### src/rtl/fpmul_pkg.sv
`default_nettype none
// ============================================================================
// Module  : fpmul_pkg
// Purpose : Shared constants for the FPmul test environment. This covers the
//           IEEE-754 single-precision field positions, the classification
//           flag indices and the default FPmul pipeline latency.
//           It also holds a helper that classifies a result word.
// Revision: 1.0 - initial release
// ============================================================================
package fpmul_pkg;

  localparam int WIDTH         = 32;
  localparam int EXP_MSB       = 30;
  localparam int EXP_LSB       = 23;
  localparam int MAN_MSB       = 22;
  localparam logic [EXP_MSB-EXP_LSB:0] EXP_ALL1 = 8'hFF;

  localparam int NUM_FLAGS     = 3;
  localparam int FLAG_NAN      = 2;
  localparam int FLAG_INF      = 1;
  localparam int FLAG_ZERO     = 0;

  // Default FPmul pipeline depth; data_maker and the bench rely on it too.
  localparam int FPMUL_LATENCY = 4;

  // The sign bit plays no part in classification, so only the exponent and
  // the mantissa are passed in. Denormals produce no flag.
  function automatic logic [NUM_FLAGS-1:0] classify(input logic [EXP_MSB:0] z);
    logic [EXP_MSB-EXP_LSB:0] e;
    logic [MAN_MSB:0]         m;
    logic [NUM_FLAGS-1:0]     f;
    e = z[EXP_MSB:EXP_LSB];
    m = z[MAN_MSB:0];
    f = '0;
    f[FLAG_NAN]  = (e == EXP_ALL1) && (m != '0);
    f[FLAG_INF]  = (e == EXP_ALL1) && (m == '0);
    f[FLAG_ZERO] = (e == '0)       && (m == '0);
    return f;
  endfunction

endpackage : fpmul_pkg
`default_nettype wire

### src/rtl/fpmul_sync_fifo.sv
`default_nettype none
// ============================================================================
// Module  : fpmul_sync_fifo
// Purpose : Single-clock circular-buffer FIFO with a show-ahead read.
//           Each pointer carries an extra wrap bit. The FIFO is empty when
//           the pointers are equal. It is full when the indices match and
//           the wrap bits differ.
// Ports   : clk, rst_n    - clock and asynchronous active-low reset
//           wr_en, wr_data - write strobe and word (caller guards against full
//                            unless a read happens on the same edge)
//           rd_en          - advance the head (ignored while empty)
//           rd_data        - head word, or zero while empty
//           empty, full    - occupancy status
// Revision: 1.0 - initial release
// ============================================================================
module fpmul_sync_fifo #(
  parameter int W     = 35,
  parameter int DEPTH = 8
) (
  input  logic         clk,
  input  logic         rst_n,
  input  logic         wr_en,
  input  logic [W-1:0] wr_data,
  input  logic         rd_en,
  output logic [W-1:0] rd_data,
  output logic         empty,
  output logic         full
);

  localparam int AW = $clog2(DEPTH);
  localparam logic [AW:0] PTR_ONE = {{AW{1'b0}}, 1'b1};

  logic [W-1:0] mem [DEPTH];
  logic [AW:0]  wr_ptr;
  logic [AW:0]  rd_ptr;
  logic         do_rd;

  assign empty = (wr_ptr == rd_ptr);
  assign full  = (wr_ptr[AW-1:0] == rd_ptr[AW-1:0]) && (wr_ptr[AW] != rd_ptr[AW]);
  assign do_rd = rd_en && !empty;

  // DEPTH is a power of two, so a plain increment wraps the index and
  // toggles the wrap bit at the same time.
  always_ff @(posedge clk or negedge rst_n) begin
    if (!rst_n) begin
      wr_ptr <= '0;
      rd_ptr <= '0;
    end else begin
      if (wr_en) wr_ptr <= wr_ptr + PTR_ONE;
      if (do_rd) rd_ptr <= rd_ptr + PTR_ONE;
    end
  end

  // Storage needs no reset because the head is masked while empty.
  always_ff @(posedge clk) begin
    if (wr_en) mem[wr_ptr[AW-1:0]] <= wr_data;
  end

  assign rd_data = empty ? '0 : mem[rd_ptr[AW-1:0]];

endmodule : fpmul_sync_fifo
`default_nettype wire

### src/rtl/fpmul_out_collector.sv
`default_nettype none
// ============================================================================
// Module  : fpmul_out_collector
// Purpose : Receiving end of the FPmul result stream.
//           - A LATENCY-deep tag pipeline tracks which input samples were
//             valid.
//           - Matching FP_Z words are captured and classified as NaN, Inf
//             or zero.
//           - Captured words are buffered and drained over a valid/ready
//             handshake.
// Ports   : CLK, RST_n        - clock and asynchronous active-low reset
//           VIN               - FPmul input sample valid this cycle
//           DIN               - FPmul FP_Z result word
//           DOUT, DOUT_FLAGS  - head word and its {NaN, Inf, zero} flags
//           DOUT_VALID/READY  - downstream handshake
//           FULL              - buffer holds DEPTH entries
//           OVERFLOW          - sticky, set when a result was dropped
//           COUNT             - accepted results, saturating
// Revision: 1.0 - initial release
// ============================================================================
module fpmul_out_collector
  import fpmul_pkg::*;
#(
  parameter int WIDTH   = fpmul_pkg::WIDTH,
  parameter int LATENCY = FPMUL_LATENCY,
  parameter int DEPTH   = 8,
  parameter int CNT_W   = 16
) (
  input  logic                 CLK,
  input  logic                 RST_n,
  input  logic                 VIN,
  input  logic [WIDTH-1:0]     DIN,
  output logic [WIDTH-1:0]     DOUT,
  output logic [NUM_FLAGS-1:0] DOUT_FLAGS,
  output logic                 DOUT_VALID,
  input  logic                 DOUT_READY,
  output logic                 FULL,
  output logic                 OVERFLOW,
  output logic [CNT_W-1:0]     COUNT
);

  localparam int EW = WIDTH + NUM_FLAGS;

  logic [LATENCY-1:0]   tag;
  logic                 push;
  logic                 pop;
  logic                 accept;
  logic                 fifo_empty;
  logic [NUM_FLAGS-1:0] din_flags;
  logic [EW-1:0]        head;
  logic [WIDTH-1:EXP_MSB+1] unused_sign;

  // Tag pipeline: VIN at edge t reaches the last stage at edge t+LATENCY-1,
  // so the matching DIN is captured on edge t+LATENCY.
  generate
    if (LATENCY == 1) begin : g_tag_single
      always_ff @(posedge CLK or negedge RST_n) begin
        if (!RST_n) tag <= '0;
        else        tag <= VIN;
      end
    end else begin : g_tag_shift
      always_ff @(posedge CLK or negedge RST_n) begin
        if (!RST_n) tag <= '0;
        else        tag <= {tag[LATENCY-2:0], VIN};
      end
    end
  endgenerate

  assign push = tag[LATENCY-1];
  assign pop  = DOUT_VALID && DOUT_READY;

  // A push into a full buffer is still accepted when the head leaves on the
  // same edge, because the freed slot is reused.
  assign accept = push && (!FULL || pop);

  assign unused_sign = DIN[WIDTH-1:EXP_MSB+1];
  assign din_flags   = classify(DIN[EXP_MSB:0]);

  fpmul_sync_fifo #(
    .W     (EW),
    .DEPTH (DEPTH)
  ) u_fifo (
    .clk     (CLK),
    .rst_n   (RST_n),
    .wr_en   (accept),
    .wr_data ({din_flags, DIN}),
    .rd_en   (pop),
    .rd_data (head),
    .empty   (fifo_empty),
    .full    (FULL)
  );

  assign DOUT       = head[WIDTH-1:0];
  assign DOUT_FLAGS = head[EW-1:WIDTH];
  assign DOUT_VALID = !fifo_empty;

  always_ff @(posedge CLK or negedge RST_n) begin
    if (!RST_n) begin
      OVERFLOW <= 1'b0;
      COUNT    <= '0;
    end else begin
      if (push && !accept)
        OVERFLOW <= 1'b1;
      if (accept && (COUNT != {CNT_W{1'b1}}))
        COUNT <= COUNT + {{(CNT_W-1){1'b0}}, 1'b1};
    end
  end

endmodule : fpmul_out_collector
`default_nettype wire

### config.mk
export PLATFORM = sky130hd
export DESIGN_NAME = fpmul_out_collector
export DESIGN_NICKNAME = d
export VERILOG_FILES = /design/src/rtl/fpmul_pkg.sv /design/src/rtl/fpmul_sync_fifo.sv /design/src/rtl/fpmul_out_collector.sv
export SDC_FILE = /design/constraint.sdc
export NUM_CORES = 1
export LEC_CHECK = 0
export BUFFER_PORTS_ARGS = -buffer_cell sky130_fd_sc_hd__buf_2
export CORE_ASPECT_RATIO = 0.8
export CORE_MARGIN = 4
export CORE_UTILIZATION = 25
export CTS_BUF_LIST = sky130_fd_sc_hd__clkbuf_8
export DETAILED_ROUTE_END_ITERATION = 8
export GPL_TIMING_DRIVEN = 0
export SYNTH_ARGS = -nofsm -noshare
export SYNTH_HDL_FRONTEND = slang
export SYNTH_SLANG_ARGS = --single-unit
### constraint.sdc
create_clock -name CLK -period 9.3 [get_ports CLK]
set_input_delay 0.465 -clock CLK [delete_from_list [all_inputs] [get_ports CLK]]
set_output_delay 0.465 -clock CLK [all_outputs]
set_load 0.01 [all_outputs]
# Word-level counts from Yosys, hierarchy flattened
# Memories as Yosys holds them, arrays and structs flattened.
# Index checks and enable logic that the tools add are counted.
dict set report op_classes {
  addsub 3
  mul 0
  div_mod_pow 0
  order_cmp 0
  eq_ne 5
  n_shift 0
  mux 3
  bitwise 0
  n_reduce_logical 16
}
# operator n
set ops {}
lappend ops {{35-bit two-way mux} 1}
lappend ops {{23-bit logical NOT} 1}
lappend ops {{23-bit nonzero test} 1}
lappend ops {{16-bit by 1-bit adder with 16-bit output (second input constant)} 1}
lappend ops {{16-bit inequality test (second input constant)} 1}
lappend ops {{1-bit logical AND} 9}
lappend ops {{4-bit by 1-bit adder with 4-bit output (second input constant)} 2}
lappend ops {{8-bit equality test (second input constant)} 1}
lappend ops {{8-bit logical NOT} 1}
lappend ops {{4-bit equality test} 1}
lappend ops {{3-bit equality test} 1}
lappend ops {{1-bit logical NOT} 3}
lappend ops {{1-bit two-way mux} 2}
lappend ops {{1-bit logical OR} 1}
lappend ops {{1-bit inequality test} 1}
dict set report totals {
  reg_bits 29
  latchBits 0
  ramBits 280
  mem_bits_ro 0
  inputBits 36
  output_inout_bits 54
  wordCells 33
  mem_count 1
}
# name words word_bits rd rd_clocked_by_memory_dff wr line_no
set mem_list {}
lappend mem_list {u_fifo.mem 8 35 1 0 1 fpmul_sync_fifo.sv:33} ;# logic [W-1:0] mem [DEPTH];

# Depth between registers and ports, before layout
dict set report logic_depth {
  word_depth 7
  depth_mapped 8
  ltp_nobuf 6
}

# Hierarchy
# A second synthesis with hierarchy kept.
dict set report unflattened {
  hier_cells 717
  area_unflattened_um2 12424.4
}
# mod instances cells_each area_per_inst_um2 seq_area_each_um2
set by_module_without_submodules {}
lappend by_module_without_submodules {fpmul_sync_fifo 1 614 11333.4 8608.3}
lappend by_module_without_submodules {fpmul_out_collector 1 103 1091.0 525.5}

# Least setup slack after synthesis
# No wires, ideal clock.
dict set report synth_timing {
  path_kind {reg2reg}
  from {register u_fifo.rd_ptr[0]}
  to {memory u_fifo.mem[1][0], enable pin}
  setup_ns 0.527
  arrival_time_ns 4.753
  required_time_ns 8.773
  slack_ns 4.019
  path_stages_with_launch 7
  n_path_buf 2
  period_less_slack_ns 5.281
  path_cell_list {dfrtp_1 -> buf_4 -> xor2_1 -> or4_4 -> buf_6 -> o21ai_4 -> nor4b_1}
}
dict set report synth_via {
  elab_chain_cells 7
  word_cells_on_any_way 10
  classes_between {2 x eq/ne; 2 x mux; 6 x reduce/logical}
}
# element line_no
set synth_lines {}
lappend synth_lines {{start, declared} fpmul_sync_fifo.sv:35} ;# logic [AW:0] rd_ptr;
lappend synth_lines {{start signal, assigned} fpmul_sync_fifo.sv:50} ;# if (do_rd) rd_ptr <= rd_ptr + PTR_ONE;
lappend synth_lines {{4-bit equality test / 3-bit equality test (equally long branches)} {fpmul_sync_fifo.sv:38, fpmul_sync_fifo.sv:39}}
lappend synth_lines {{1-bit logical NOT / 1-bit logical AND (equally long branches)} {fpmul_out_collector.sv:95, fpmul_sync_fifo.sv:39}}
lappend synth_lines {{1-bit logical AND / 1-bit logical NOT (equally long branches)} {fpmul_out_collector.sv:70, fpmul_out_collector.sv:74}}
lappend synth_lines {{1-bit logical OR *} fpmul_out_collector.sv:74} ;# assign accept = push && (!FULL || pop);
lappend synth_lines {{1-bit logical AND *} fpmul_out_collector.sv:74}
lappend synth_lines {{1-bit two-way mux *} fpmul_sync_fifo.sv:56} ;# if (wr_en) mem[wr_ptr[AW-1:0]] <= wr_data;
lappend synth_lines {{1-bit two-way mux (not written as such) *} fpmul_sync_fifo.sv:56}
lappend synth_lines {{end, declared} fpmul_sync_fifo.sv:33}
# Every way passes the cells marked *; elsewhere a longest branch is shown, timed or not.

# Worst setup path after layout
dict set report layout_timing {
  from {register u_fifo.wr_ptr[0]}
  to {output port DOUT[25]}
}
dict set report layout_via {
  elab_chain_cells 2
}
# element line_no
set layout_lines {}
lappend layout_lines {{start, declared} fpmul_sync_fifo.sv:34} ;# logic [AW:0] wr_ptr;
lappend layout_lines {{start signal, assigned} fpmul_sync_fifo.sv:49} ;# if (wr_en) wr_ptr <= wr_ptr + PTR_ONE;
lappend layout_lines {{4-bit equality test} fpmul_sync_fifo.sv:38} ;# assign empty = (wr_ptr == rd_ptr);
lappend layout_lines {{35-bit two-way mux} fpmul_sync_fifo.sv:59} ;# assign rd_data = empty ? '0 : mem[rd_ptr[AW-1:0]];
lappend layout_lines {{end, declared} fpmul_out_collector.sv:33} ;# output logic [WIDTH-1:0] DOUT,
# Every way passes these cells.

==> reports/metrics.csv <==
stage,metric,value,unit
run_status,status,"complete, no violations",
cts,numCtsBuffers,46,
worst_setup_path,path_max_fanout,10,
timing,fin_setup_tns,0,ns
yosys,synth_cell_types,35,
yosys,syn_nets,624,
power_and_ir_drop,power_density,305.0,nW/um2
cts,cts_buffer_depth,3,
floorplan,start_util,25.48,%
timing,holdWs,0.1697,ns
power_and_ir_drop,combPwrFrac,35.3,%
final_layout,fillers,4684,
final_layout,final_net_count,797,
global_route,grt-ovfl-total,0,
global_route,grt_pass1_wl,40800,um
final_layout,post-route-cell-area,14580,um2
yosys,synthFlopType,edfxtp_1,
timing,min_period,3.758,ns
cts,h-tree-depth,2,
worst_setup_path,critPathMaxStageDelay,0.94,ns
timing,fmax,266.1,MHz
drt,drcViolationCount,0,
yosys,synthCells,585,
floorplan,die_h,204.7,um
drt,dr.pass1.iters,5,
drt,wl_per_cell,19.46,um
worst_setup_path,endpoint_kind,output pin,
drt,vias,6143,
yosys,synth_seq_cells,309,
yosys,ys_seq_area_share,75.55,%
worst_setup_path,criticalPathCategory,flop to output pin,
worst_setup_path,cp_cell_sequence,"buf_2, xor2_1, nor4b_2, clkbuf_1, nor2_1, buf_2",
cts,ctsResizeCount,0,
final_layout,drive_above_1_share,35.39,%
run,drv_cap,0,
power_and_ir_drop,power_switching_share,33.06,%
timing,hold_viol,0,
timing,relSlewSlack,16.11,%
place,place_area,13680,um2
worst_setup_path,cpMostUsedCell,buf_2,
drt,wirelength,27540,um
floorplan,core,47440,um2
power_and_ir_drop,p_clk_share,24.1,%
power_and_ir_drop,p_int,0.002978,W
timing,period_share,40.40,%
worst_setup_path,cp-start-kind,flop,
place,hpwl,19120,um
drt,drt-initial-drc-count,519,
worst_setup_path,slowest_stage,nor4b_2,
worst_setup_path,cp_top_family,simple AND/OR/NAND/NOR gates,
power_and_ir_drop,p_leak,5.046,nW
power_and_ir_drop,ir_worst_vdd,121.4,uV
cts,cts_sinks,309,
global_route,gr-usage-all-layers,10.45,%
timing,fin_skew,0.03545,ns
timing,rsz0062_at_grt,no,
power_and_ir_drop,power_switching,0.001471,W
yosys,synth_warnings,0,
floorplan,die_w,253.9,um
floorplan,io_pins,90,
timing,tightest_slew,1.247,ns
place,gp_congestion,0.7163,
yosys,synth-async-reset-ratio,9.385,%
cts,clock-root-buffer,clkbuf_8,
timing,finalSetupViolCount,0,
cts,path_clk_slew,0.07,ns
worst_setup_path,arrival,3.29,ns
place,port_buffers,89,
drt,viasPerCell,4.341,
global_route,grt_antenna_before_repair,5,
cts,clk_latency,0.58,ns
yosys,synth_edf_count,280,
cts,cts_tree,done,
worst_setup_path,worstPathRequired,8.84,ns
yosys,syn_area,12090,um2
global_route,grt_max_degree,30,
worst_hold_path,hp-class,input pin to flop,
floorplan,std_cell_rows,71,
drt,postRouteAntennaNets,0,
timing,slew_violations,0,
floorplan,dieArea,51960,um2
final_layout,area_delta_synth_final,20.64,%
global_route,grt_pass1_vias,6323,
power_and_ir_drop,p_seq_share,40.5,%
worst_setup_path,crit_buf_inv,3,
yosys,syn_area_per_cell,20.67,um2
==> cell usage after synthesis, types with 3 or more instances <==
cell type / count / area (um2)
inv_1: 3 / 11.26
mux2i_1: 35 / 350.3
and3_1: 3 / 18.77
xnor2_1: 15 / 131.4
mux4_2: 70 / 1577
nand3_1: 9 / 45.04
buf_2: 8 / 40.04
xor2_1: 7 / 61.31
edfxtp_1: 280 / 8408
nor3_1: 5 / 25.02
nor4_1: 11 / 68.82
nand2_1: 14 / 52.55
nand4_1: 9 / 56.30
nor3b_1: 3 / 22.52
dfrtp_1: 29 / 725.7
nor2_1: 40 / 150.1
ha_1: 3 / 37.54
mux2_2: 4 / 45.04
buf_6: 3 / 33.78
clkbuf_1: 14 / 52.55
==> registers in the layout, summed over array words and instances, names as in the netlist <==
name,flops
u_fifo.rd_ptr,4
u_fifo.mem,280
OVERFLOW,1
u_fifo.wr_ptr,4
COUNT,16
tag,4
==> logic make-up after synthesis <==
logic type               Yosys count  share of synthesized area, %
multiplexers                     110                         16.44
AO/OA/AOI/OAI                      6                        0.4658
XOR/XNOR                          22                         1.594
adder cells (fa/ha/maj)            3                        0.3105
buffers and inverters             31                         1.294
AND/OR/NAND/NOR                  104                         4.347
flip-flops                       309                         75.55
==> what timing repair did <==
item | 4_1_cts | 5_1_grt
hold buffers | 2 | 0
setup buffers | 0 | 0
endpoints found under the hold margin | 30 | 0
==> through the flow <==
stage	setup WS (ns)	util, %	total power [W]	instances
2_1_floorplan	4.019	-	0.002812	585
3_3_place_gp	0.1150	28.06	0.003403	1294
3_5_place_dp	5.971	28.83	0.003453	1328
4_1_cts	5.353	30.74	0.004535	1414
5_1_grt	5.244	30.74	0.004720	1414
6_report	5.543	30.74	0.004448	1415
==> routing by layer <==
metal,GRT usage [%],vias to the layer above,wire length (um),share of wire (%)
met5,0,-,35,0.13
met4,1.998,6,241,0.88
met3,3.008,35,1742,6.3
met2,15.59,174,12470,45
met1,15.33,3184,13050,47
li1,-,2744,-,-
==> layout make-up <==
cell class | count | area (um2) | area share [%]
multi-input combinational | 245 | 2838 | 19.46
timing repair buffer | 125 | 793.3 | 5.439
buffer | 28 | 145.1 | 0.9952
clock buffer | 47 | 646.9 | 4.435
inverter | 3 | 11.26 | 0.07721
clock inverter | 37 | 237.7 | 1.630
antenna | 1 | 2.502 | 0.01716
sequential | 309 | 9134 | 62.63
tap | 620 | 775.7 | 5.319
==> layout by cell type (no fill, tap or decap), types with 9 or more instances in the layout <==
cell type,n
nor2_1,40
buf_2,97
clkbuf_1,14
dfrtp_1,29
edfxtp_1,280
inv_1,14
clkbuf_8,47
mux2i_1,35
buf_4,19
xnor2_1,15
nand3_1,9
mux4_2,70
buf_6,19
clkinv_1,13
nand2_1,14
nand4_1,9
nor4_1,10
==> power by group through the flow <==
| stage | registers (W) | clock network, W | logic, W |
|---|---|---|---|
| after floorplan | 0.00184 | 0 | 0.000973 |
| after global placement | 0.00186 | 0 | 0.00154 |
| after detailed placement | 0.00183 | 0 | 0.00162 |
| after CTS | 0.00180 | 0.00111 | 0.00163 |
| after global routing | 0.00182 | 0.00118 | 0.00172 |
| final | 0.00180 | 0.00107 | 0.00157 |
==> final timing paths <==
path	startpoint	to	slack (ns)	cells after the start
min in group asynchronous	RST_n	COUNT[10]	0.47	2
setup / recovery	u_fifo.wr_ptr[0]	DOUT[25]	5.54	6
max in group asynchronous	RST_n	u_fifo.rd_ptr[1]	8.38	2
setup reg to reg	u_fifo.wr_ptr[0]	u_fifo.mem[6][20]	6.30	10
hold reg to reg	tag[2]	tag[3]	0.36	0
hold / removal	DIN[31]	u_fifo.mem[7][31]	0.17	1
No activity file was read; power rests on OpenSTA's default activity.
